<file path="src/rtl/z80_sram_arbiter_if.sv">
// Bus bundle between the tv80n CPU, the video fetcher and the async SRAM pads.
// slave is the arbiter's view; master is the surrounding CPU/video/SRAM side.
interface z80_sram_arbiter_if #(
  parameter int unsigned AW = 16
);
  // CPU side
  logic          cpu_mreq_n;
  logic          cpu_rd_n;
  logic          cpu_wr_n;
  logic          cpu_rfsh_n;
  logic [15:0]   cpu_a;
  logic [7:0]    cpu_dout;
  logic [7:0]    cpu_di;
  logic          cpu_wait_n;

  // Video fetch side
  logic          vid_req;
  logic [AW-1:0] vid_addr;
  logic          vid_ack;
  logic [7:0]    vid_data;

  // SRAM pads
  logic [AW-1:0] sram_a;
  logic [7:0]    sram_d_o;
  logic          sram_d_oe;
  logic [7:0]    sram_d_i;
  logic          sram_oe_n;
  logic          sram_we_n;

  modport slave (
    input  cpu_mreq_n, cpu_rd_n, cpu_wr_n, cpu_rfsh_n, cpu_a, cpu_dout,
    output cpu_di, cpu_wait_n,
    input  vid_req, vid_addr,
    output vid_ack, vid_data,
    output sram_a, sram_d_o, sram_d_oe, sram_oe_n, sram_we_n,
    input  sram_d_i
  );

  modport master (
    output cpu_mreq_n, cpu_rd_n, cpu_wr_n, cpu_rfsh_n, cpu_a, cpu_dout,
    input  cpu_di, cpu_wait_n,
    output vid_req, vid_addr,
    input  vid_ack, vid_data,
    input  sram_a, sram_d_o, sram_d_oe, sram_oe_n, sram_we_n,
    output sram_d_i
  );
endinterface

</file>
<file path="src/rtl/z80_sram_arbiter.sv">
// Shares one asynchronous 8-bit SRAM between the tv80n CPU bus and a video fetcher.
// Round-robin grant; CPU cycles are stretched with cpu_wait_n until their access completes.
module z80_sram_arbiter #(
  parameter int unsigned AW         = 16,  // SRAM address width, >= 16
  parameter int unsigned ACC_CYCLES = 2    // clk cycles per SRAM access, >= 2
) (
  input  logic              clk,
  input  logic              reset_n,
  z80_sram_arbiter_if.slave bus
);

  localparam int unsigned   CNT_W    = $clog2(ACC_CYCLES);
  localparam logic [CNT_W-1:0] CNT_LAST = CNT_W'(ACC_CYCLES - 1);

  typedef enum logic [1:0] {
    IDLE   = 2'd0,
    CPU_RD = 2'd1,
    CPU_WR = 2'd2,
    VID_RD = 2'd3
  } state_t;

  state_t           state;
  logic [CNT_W-1:0] cnt;
  logic             served;
  logic             last_grant_cpu;

  logic             cpu_req;
  logic             cpu_pend;
  logic             cpu_wr_only;
  logic             vid_win;
  logic             cnt_last;
  logic             cpu_done;

  // Refresh cycles never count as requests; rd+wr together is treated as a read.
  assign cpu_req     = !bus.cpu_mreq_n && bus.cpu_rfsh_n && (!bus.cpu_rd_n || !bus.cpu_wr_n);
  assign cpu_pend    = cpu_req && !served;
  assign cpu_wr_only = !bus.cpu_wr_n && bus.cpu_rd_n;

  // vid_ack is still high the cycle after a fetch, before the requester can drop vid_req.
  assign vid_win  = bus.vid_req && !bus.vid_ack && (!cpu_pend || last_grant_cpu);
  assign cnt_last = (cnt == CNT_LAST);
  assign cpu_done = ((state == CPU_RD) || (state == CPU_WR)) && cnt_last;

  // Combinational so the CPU is stalled in the very cycle its request appears.
  assign bus.cpu_wait_n = !cpu_pend;

  // Arbitration FSM with registered SRAM strobes and read-data capture.
  always_ff @(posedge clk or negedge reset_n) begin
    if (!reset_n) begin
      state          <= IDLE;
      cnt            <= '0;
      served         <= 1'b0;
      last_grant_cpu <= 1'b0;
      bus.cpu_di     <= 8'h00;
      bus.vid_data   <= 8'h00;
      bus.vid_ack    <= 1'b0;
      bus.sram_a     <= '0;
      bus.sram_d_o   <= 8'h00;
      bus.sram_d_oe  <= 1'b0;
      bus.sram_oe_n  <= 1'b1;
      bus.sram_we_n  <= 1'b1;
    end else begin
      bus.vid_ack <= 1'b0;

      // A withdrawn request must not leave a stale served flag behind.
      if (bus.cpu_mreq_n) begin
        served <= 1'b0;
      end else if (cpu_done) begin
        served <= 1'b1;
      end

      case (state)
        IDLE: begin
          // Data stays driven one cycle past the write strobe for hold time.
          bus.sram_d_oe <= 1'b0;
          if (vid_win) begin
            state          <= VID_RD;
            cnt            <= '0;
            last_grant_cpu <= 1'b0;
            bus.sram_a     <= bus.vid_addr;
            bus.sram_oe_n  <= 1'b0;
          end else if (cpu_pend) begin
            cnt            <= '0;
            last_grant_cpu <= 1'b1;
            bus.sram_a     <= AW'(bus.cpu_a);
            if (cpu_wr_only) begin
              state         <= CPU_WR;
              bus.sram_d_o  <= bus.cpu_dout;
              bus.sram_d_oe <= 1'b1;
            end else begin
              state         <= CPU_RD;
              bus.sram_oe_n <= 1'b0;
            end
          end
        end

        CPU_RD, VID_RD: begin
          if (cnt_last) begin
            state         <= IDLE;
            bus.sram_oe_n <= 1'b1;
            if (state == VID_RD) begin
              bus.vid_data <= bus.sram_d_i;
              bus.vid_ack  <= 1'b1;
            end else begin
              bus.cpu_di   <= bus.sram_d_i;
            end
          end else begin
            cnt <= cnt + CNT_W'(1);
          end
        end

        CPU_WR: begin
          // Strobe stays high for cnt 0 to give address setup before the write.
          if (cnt_last) begin
            state         <= IDLE;
            bus.sram_we_n <= 1'b1;
          end else begin
            cnt           <= cnt + CNT_W'(1);
            bus.sram_we_n <= 1'b0;
          end
        end

        default: begin
          state         <= IDLE;
          bus.sram_oe_n <= 1'b1;
          bus.sram_we_n <= 1'b1;
          bus.sram_d_oe <= 1'b0;
        end
      endcase
    end
  end

  // Pad-level sanity: never fight the SRAM output drivers.
  a_no_oe_we: assert property (@(posedge clk) disable iff (!reset_n)
    !(!bus.sram_oe_n && !bus.sram_we_n));
  a_we_has_data: assert property (@(posedge clk) disable iff (!reset_n)
    !bus.sram_we_n |-> bus.sram_d_oe);
  a_no_oe_with_drive: assert property (@(posedge clk) disable iff (!reset_n)
    !bus.sram_oe_n |-> !bus.sram_d_oe);
  a_ack_pulse: assert property (@(posedge clk) disable iff (!reset_n)
    bus.vid_ack |=> !bus.vid_ack);

endmodule

</file>
<file path="src/flat_wrapper.sv">
// flat-port wrapper written by rule: the top's interface ports become plain ports
module z80_sram_arbiter_flat 
#(
  parameter int unsigned AW         = 16,                              
  parameter int unsigned ACC_CYCLES = 2                                       
)
  (clk, reset_n, bus_cpu_mreq_n, bus_cpu_rd_n, bus_cpu_wr_n, bus_cpu_rfsh_n, bus_cpu_a, bus_cpu_dout, bus_cpu_di, bus_cpu_wait_n, bus_vid_req, bus_vid_addr, bus_vid_ack, bus_vid_data, bus_sram_a, bus_sram_d_o, bus_sram_d_oe, bus_sram_oe_n, bus_sram_we_n, bus_sram_d_i);
  z80_sram_arbiter_if #(.AW(AW)) bus_i ();
  input  logic clk;
  input  logic reset_n;
  input wire logic [$bits(bus_i.cpu_mreq_n)-1:0] bus_cpu_mreq_n;
  input wire logic [$bits(bus_i.cpu_rd_n)-1:0] bus_cpu_rd_n;
  input wire logic [$bits(bus_i.cpu_wr_n)-1:0] bus_cpu_wr_n;
  input wire logic [$bits(bus_i.cpu_rfsh_n)-1:0] bus_cpu_rfsh_n;
  input wire logic [$bits(bus_i.cpu_a)-1:0] bus_cpu_a;
  input wire logic [$bits(bus_i.cpu_dout)-1:0] bus_cpu_dout;
  output wire logic [$bits(bus_i.cpu_di)-1:0] bus_cpu_di;
  output wire logic [$bits(bus_i.cpu_wait_n)-1:0] bus_cpu_wait_n;
  input wire logic [$bits(bus_i.vid_req)-1:0] bus_vid_req;
  input wire logic [$bits(bus_i.vid_addr)-1:0] bus_vid_addr;
  output wire logic [$bits(bus_i.vid_ack)-1:0] bus_vid_ack;
  output wire logic [$bits(bus_i.vid_data)-1:0] bus_vid_data;
  output wire logic [$bits(bus_i.sram_a)-1:0] bus_sram_a;
  output wire logic [$bits(bus_i.sram_d_o)-1:0] bus_sram_d_o;
  output wire logic [$bits(bus_i.sram_d_oe)-1:0] bus_sram_d_oe;
  output wire logic [$bits(bus_i.sram_oe_n)-1:0] bus_sram_oe_n;
  output wire logic [$bits(bus_i.sram_we_n)-1:0] bus_sram_we_n;
  input wire logic [$bits(bus_i.sram_d_i)-1:0] bus_sram_d_i;
  assign bus_i.cpu_mreq_n = bus_cpu_mreq_n;
  assign bus_i.cpu_rd_n = bus_cpu_rd_n;
  assign bus_i.cpu_wr_n = bus_cpu_wr_n;
  assign bus_i.cpu_rfsh_n = bus_cpu_rfsh_n;
  assign bus_i.cpu_a = bus_cpu_a;
  assign bus_i.cpu_dout = bus_cpu_dout;
  assign bus_cpu_di = bus_i.cpu_di;
  assign bus_cpu_wait_n = bus_i.cpu_wait_n;
  assign bus_i.vid_req = bus_vid_req;
  assign bus_i.vid_addr = bus_vid_addr;
  assign bus_vid_ack = bus_i.vid_ack;
  assign bus_vid_data = bus_i.vid_data;
  assign bus_sram_a = bus_i.sram_a;
  assign bus_sram_d_o = bus_i.sram_d_o;
  assign bus_sram_d_oe = bus_i.sram_d_oe;
  assign bus_sram_oe_n = bus_i.sram_oe_n;
  assign bus_sram_we_n = bus_i.sram_we_n;
  assign bus_i.sram_d_i = bus_sram_d_i;
  z80_sram_arbiter #(.AW(AW), .ACC_CYCLES(ACC_CYCLES)) u_core (.clk(clk), .reset_n(reset_n), .bus(bus_i));
endmodule
</file>
<file path="config.mk">
export PLATFORM = sky130hd
export DESIGN_NAME = z80_sram_arbiter_flat
export DESIGN_NICKNAME = d
export VERILOG_FILES = /design/src/rtl/z80_sram_arbiter_if.sv /design/src/rtl/z80_sram_arbiter.sv /design/src/flat_wrapper.sv
export SDC_FILE = /design/constraint.sdc
export NUM_CORES = 1
export LEC_CHECK = 0
export CAP_MARGIN = 5
export CORE_ASPECT_RATIO = 2
export CORE_MARGIN = 8
export CORE_UTILIZATION = 37
export DETAILED_ROUTE_END_ITERATION = 16
export PLACE_DENSITY = 0.75
export SLEW_MARGIN = 0
export SYNTH_ARGS = -nofsm -noshare
export SYNTH_HDL_FRONTEND = slang
export SYNTH_SLANG_ARGS = --single-unit
</file>
<file path="constraint.sdc">
create_clock -name clk -period 1.8 [get_ports clk]
set_input_delay 0.27 -clock clk [delete_from_list [all_inputs] [get_ports clk]]
set_output_delay 0.27 -clock clk [all_outputs]
set_load 0.01 [all_outputs]
</file>
==> flow_metrics.py <==
metrics = {
    "setup_path": {
        "path_class": "register to register",
        "cp_max_fo": 9,
        "crit_path_end_kind": "register",
        "cp_data_arrival_time_ns": 2.09,
        "crit_required_ns": 1.97,
        "crit_path_start_kind": "register",
    },
    "placed_design": {
        "io_buffers": 99,
        "post-dp-hpwl_mm": 4.71,
        "gp_congestion": 0.856,
        "dp.cells": 343,
        "placed_area_sq_mm": 0.00337,
    },
    "route": {
        "drtAntennaViolNets": 0,
        "firstDrtPassIters": 4,
        "drt_iter0_markers": 42,
        "routed_via_density": 5.00,
        "drc_errors": 0,
        "finalWirelength_mm": 6.09,
        "vias": 1765,
        "wl_per_cell_um": 17.2,
    },
    "global_route": {
        "grt_max_degree": 27,
        "overflow": 0,
        "grt_pass1_wl_mm": 10.3,
        "grt_usage_pct": 14.2,
        "antenna_found_initial": 0,
        "grt_pass1_vias": 2073,
    },
    "clock_tree": {
        "cts_sinks": 49,
        "cts_tree": "done",
        "clk_latency_ns": 0.29,
        "max-clock-path-buffers": 2,
        "clk_pin_slew_ns": 0.07,
        "cts_buffers": 5,
        "cts_root_buf": "clkbuf_16",
        "cts_htree_levels": 2,
    },
    "floorplanning": {
        "fp.dieW_um": 70.6,
        "fp.dieH_um": 125,
        "dieArea_sq_mm": 0.00885,
        "top_level_ports": 100,
        "core_area_sq_mm": 0.00591,
        "start_util_pct": 37.4,
        "rows": 40,
    },
    "logic_synthesis": {
        "syn_area_per_cell_sq_um": 12.8,
        "netlist_area_sq_mm": 0.00221,
        "ys_ff_latch": 49,
        "yosysSeqAreaShare_pct": 55.6,
        "ys_warn_count": 0,
        "synth_cells": 173,
        "ys_types": 27,
        "synth_nets": 235,
    },
    "power_and_ir_drop": {
        "p_total_mw": 5.69,
        "p_per_area_mw_per_mm2": 1600,
        "irDropWorstVdd_mv": 0.817,
        "p_leak_nw": 1.56,
    },
    "timing": {
        "setup-violations-final": 8,
        "tightest_slew_ns": 0.576,
        "worst_slack_ns": -0.120,
        "tns_ns": -0.890,
        "final-hold-violation-count": 0,
        "finalCritPeriodShare_pct": 107,
        "fin_worst_skew_ns": 0.00244,
        "drv_slew": 0,
        "layout_min_cycle_time_ns": 1.92,
        "rsz0062_at_grt": "yes",
        "relSlewSlack_pct": 61.6,
        "fmaxAchievable_mhz": 521,
    },
    "finish": {
        "instances_no_fill": 353,
        "area_delta_synth_final_pct": 60.7,
        "antenna-diode-count": 0,
        "multiInputGateArea_sq_um": 925,
        "fillers": 515,
        "seq_area_sq_mm": 0.00123,
        "fin_area_sq_mm": 0.00355,
        "nets": 351,
        "layout-drive-gt1-share_pct": 20.7,
    },
    "outcome": {
        "violations": "negative setup slack",
        "status": "finished, violations left",
    },
    "flow_run": {
        "drv_cap": 0,
    },
    "min_path": {
        "hold_path.class": "primary input to register",
    },
}
## flip-flops by register name, summed over array words and instances (netlist names)
name	cells
u_core.bus.cpu_di	8
u_core.bus.sram_a	16
u_core.bus.sram_d_o	8
u_core.bus.sram_d_oe	1
u_core.bus.sram_oe_n	1
u_core.bus.sram_we_n	1
u_core.bus.vid_ack	1
u_core.bus.vid_data	8
u_core.cnt	1
u_core.last_grant_cpu	1
u_core.served	1
u_core.state	2
## worst paths after layout
| check | start | endpoint | slack, ns | cells past startpoint |
|---|---|---|---|---|
| max | u_core.served | u_core.bus.sram_d_o[5] | -0.12 | 5 |
| min | bus_cpu_mreq_n | u_core.served | 0.31 | 2 |
| max reg2reg | u_core.served | u_core.bus.sram_d_o[5] | -0.12 | 5 |
| min reg2reg | u_core.bus.cpu_di[5] | u_core.bus.cpu_di[5] | 0.51 | 1 |
| max in group asynchronous | reset_n | u_core.state[1] | 0.75 | 3 |
| min in group asynchronous | reset_n | u_core.bus.vid_data[5] | 0.52 | 2 |
## Yosys cell counts, drive strengths merged
cell type	count	area (sq um)
dfrtp	47	1180
a21oi	35	175
mux2	25	312
mux2i	16	160
ha	7	87.6
inv	6	22.5
buf	5	31.3
o21ai	5	28.8
clkbuf	4	15.0
nand2	4	15.0
and2	2	12.5
dfstp	2	52.6
nor2	2	7.51
nor2b	2	12.5
o2bb2ai	2	17.5
a311o	1	10.0
nand2b	1	6.26
o211a	1	10.0
o211ai	1	7.51
o21a	1	7.51
o311a	1	11.3
o32a	1	10.0
or2	1	8.76
or3b	1	11.3
## per-stage QoR
stage	setup WS, ns	hold WS, ns	util, %
detailed placement	-0.453	0.307	57.0
global route	-0.158	0.320	60.1
floorplan	-0.0365	-0.0256	-
finish	-0.120	0.307	60.1
global placement	-0.415	0.287	57.0
CTS	-0.0849	0.298	59.6
## per-layer routing
| layer | global-route usage [%] | vias up | routed length (um) |
|---|---|---|---|
| met5 | 0 | - | 0 |
| met4 | 4.08 | 0 | 70 |
| met3 | 6.33 | 7 | 652 |
| met2 | 22.3 | 84 | 2800 |
| met1 | 16.8 | 832 | 2570 |
| li1 | - | 842 | - |
## critical path, stage by stage, from the launching register on
cell	delay (ns)
dfrtp_1	0.38
or3b_4	0.42
or2_4	0.25
a311o_1	0.30
buf_6	0.16
mux2_4	0.30
## repair_timing
| item | 4_1_cts | 5_1_grt |
|---|---|---|
| hold buffers | 1 | 0 |
| setup endpoints to repair | 26 | 26 |
| resized for setup | 7 | 4 |
| pin swaps | 1 | 0 |
| buffers inserted | 0 | 1 |
| hold endpoints to repair | 6 | 0 |
## layout by cell type (no fill, tap or decap), types with 2 or more instances in the layout
cell,synthesis,layout
dfstp_2,2,2
nor2_1,2,2
mux2_2,17,17
and2_1,2,2
inv_1,6,6
nand2_1,4,4
dfrtp_1,47,47
ha_1,7,7
o21ai_0,4,4
clkdlybuf4s50_1,0,95
buf_2,4,2
buf_6,1,3
nor2b_1,2,2
a21oi_1,35,35
buf_4,0,14
mux2i_1,16,15
o2bb2ai_1,2,2
clkbuf_16,0,5
dlygate4sd2_1,0,2
mux2_4,8,8
## cell families (layout without fill, tap and decap cells)
kind of cell	Yosys count	count (layout)	synth area share, %
muxes	41	41	21.4
adders and majority gates	7	7	3.97
and+or+nand+nor	13	13	3.34
DFF	49	49	55.6
buffers and inverters	15	132	3.12
AOI/OAI and AO/OA	48	48	12.6
## cell type report
| cell class | count | area share [%] |
|---|---|---|
| Sequential cell | 49 | 34.6 |
| Timing Repair Buffer | 118 | 32.3 |
| Multi-Input combinational cell | 109 | 26.1 |
| Clock buffer | 5 | 3.53 |
| Tap cell | 63 | 2.22 |
| Inverter | 6 | 0.635 |
| Clock inverter | 3 | 0.599 |
## report_power, final
| part | leakage (nW) | internal [mW] | switching [mW] |
|---|---|---|---|
| clock | 0.0702 | 0.517 | 0.414 |
| combinational | 0.910 | 1.63 | 1.17 |
| sequential | 0.575 | 1.65 | 0.303 |
(Power assumes the default switching activity.)
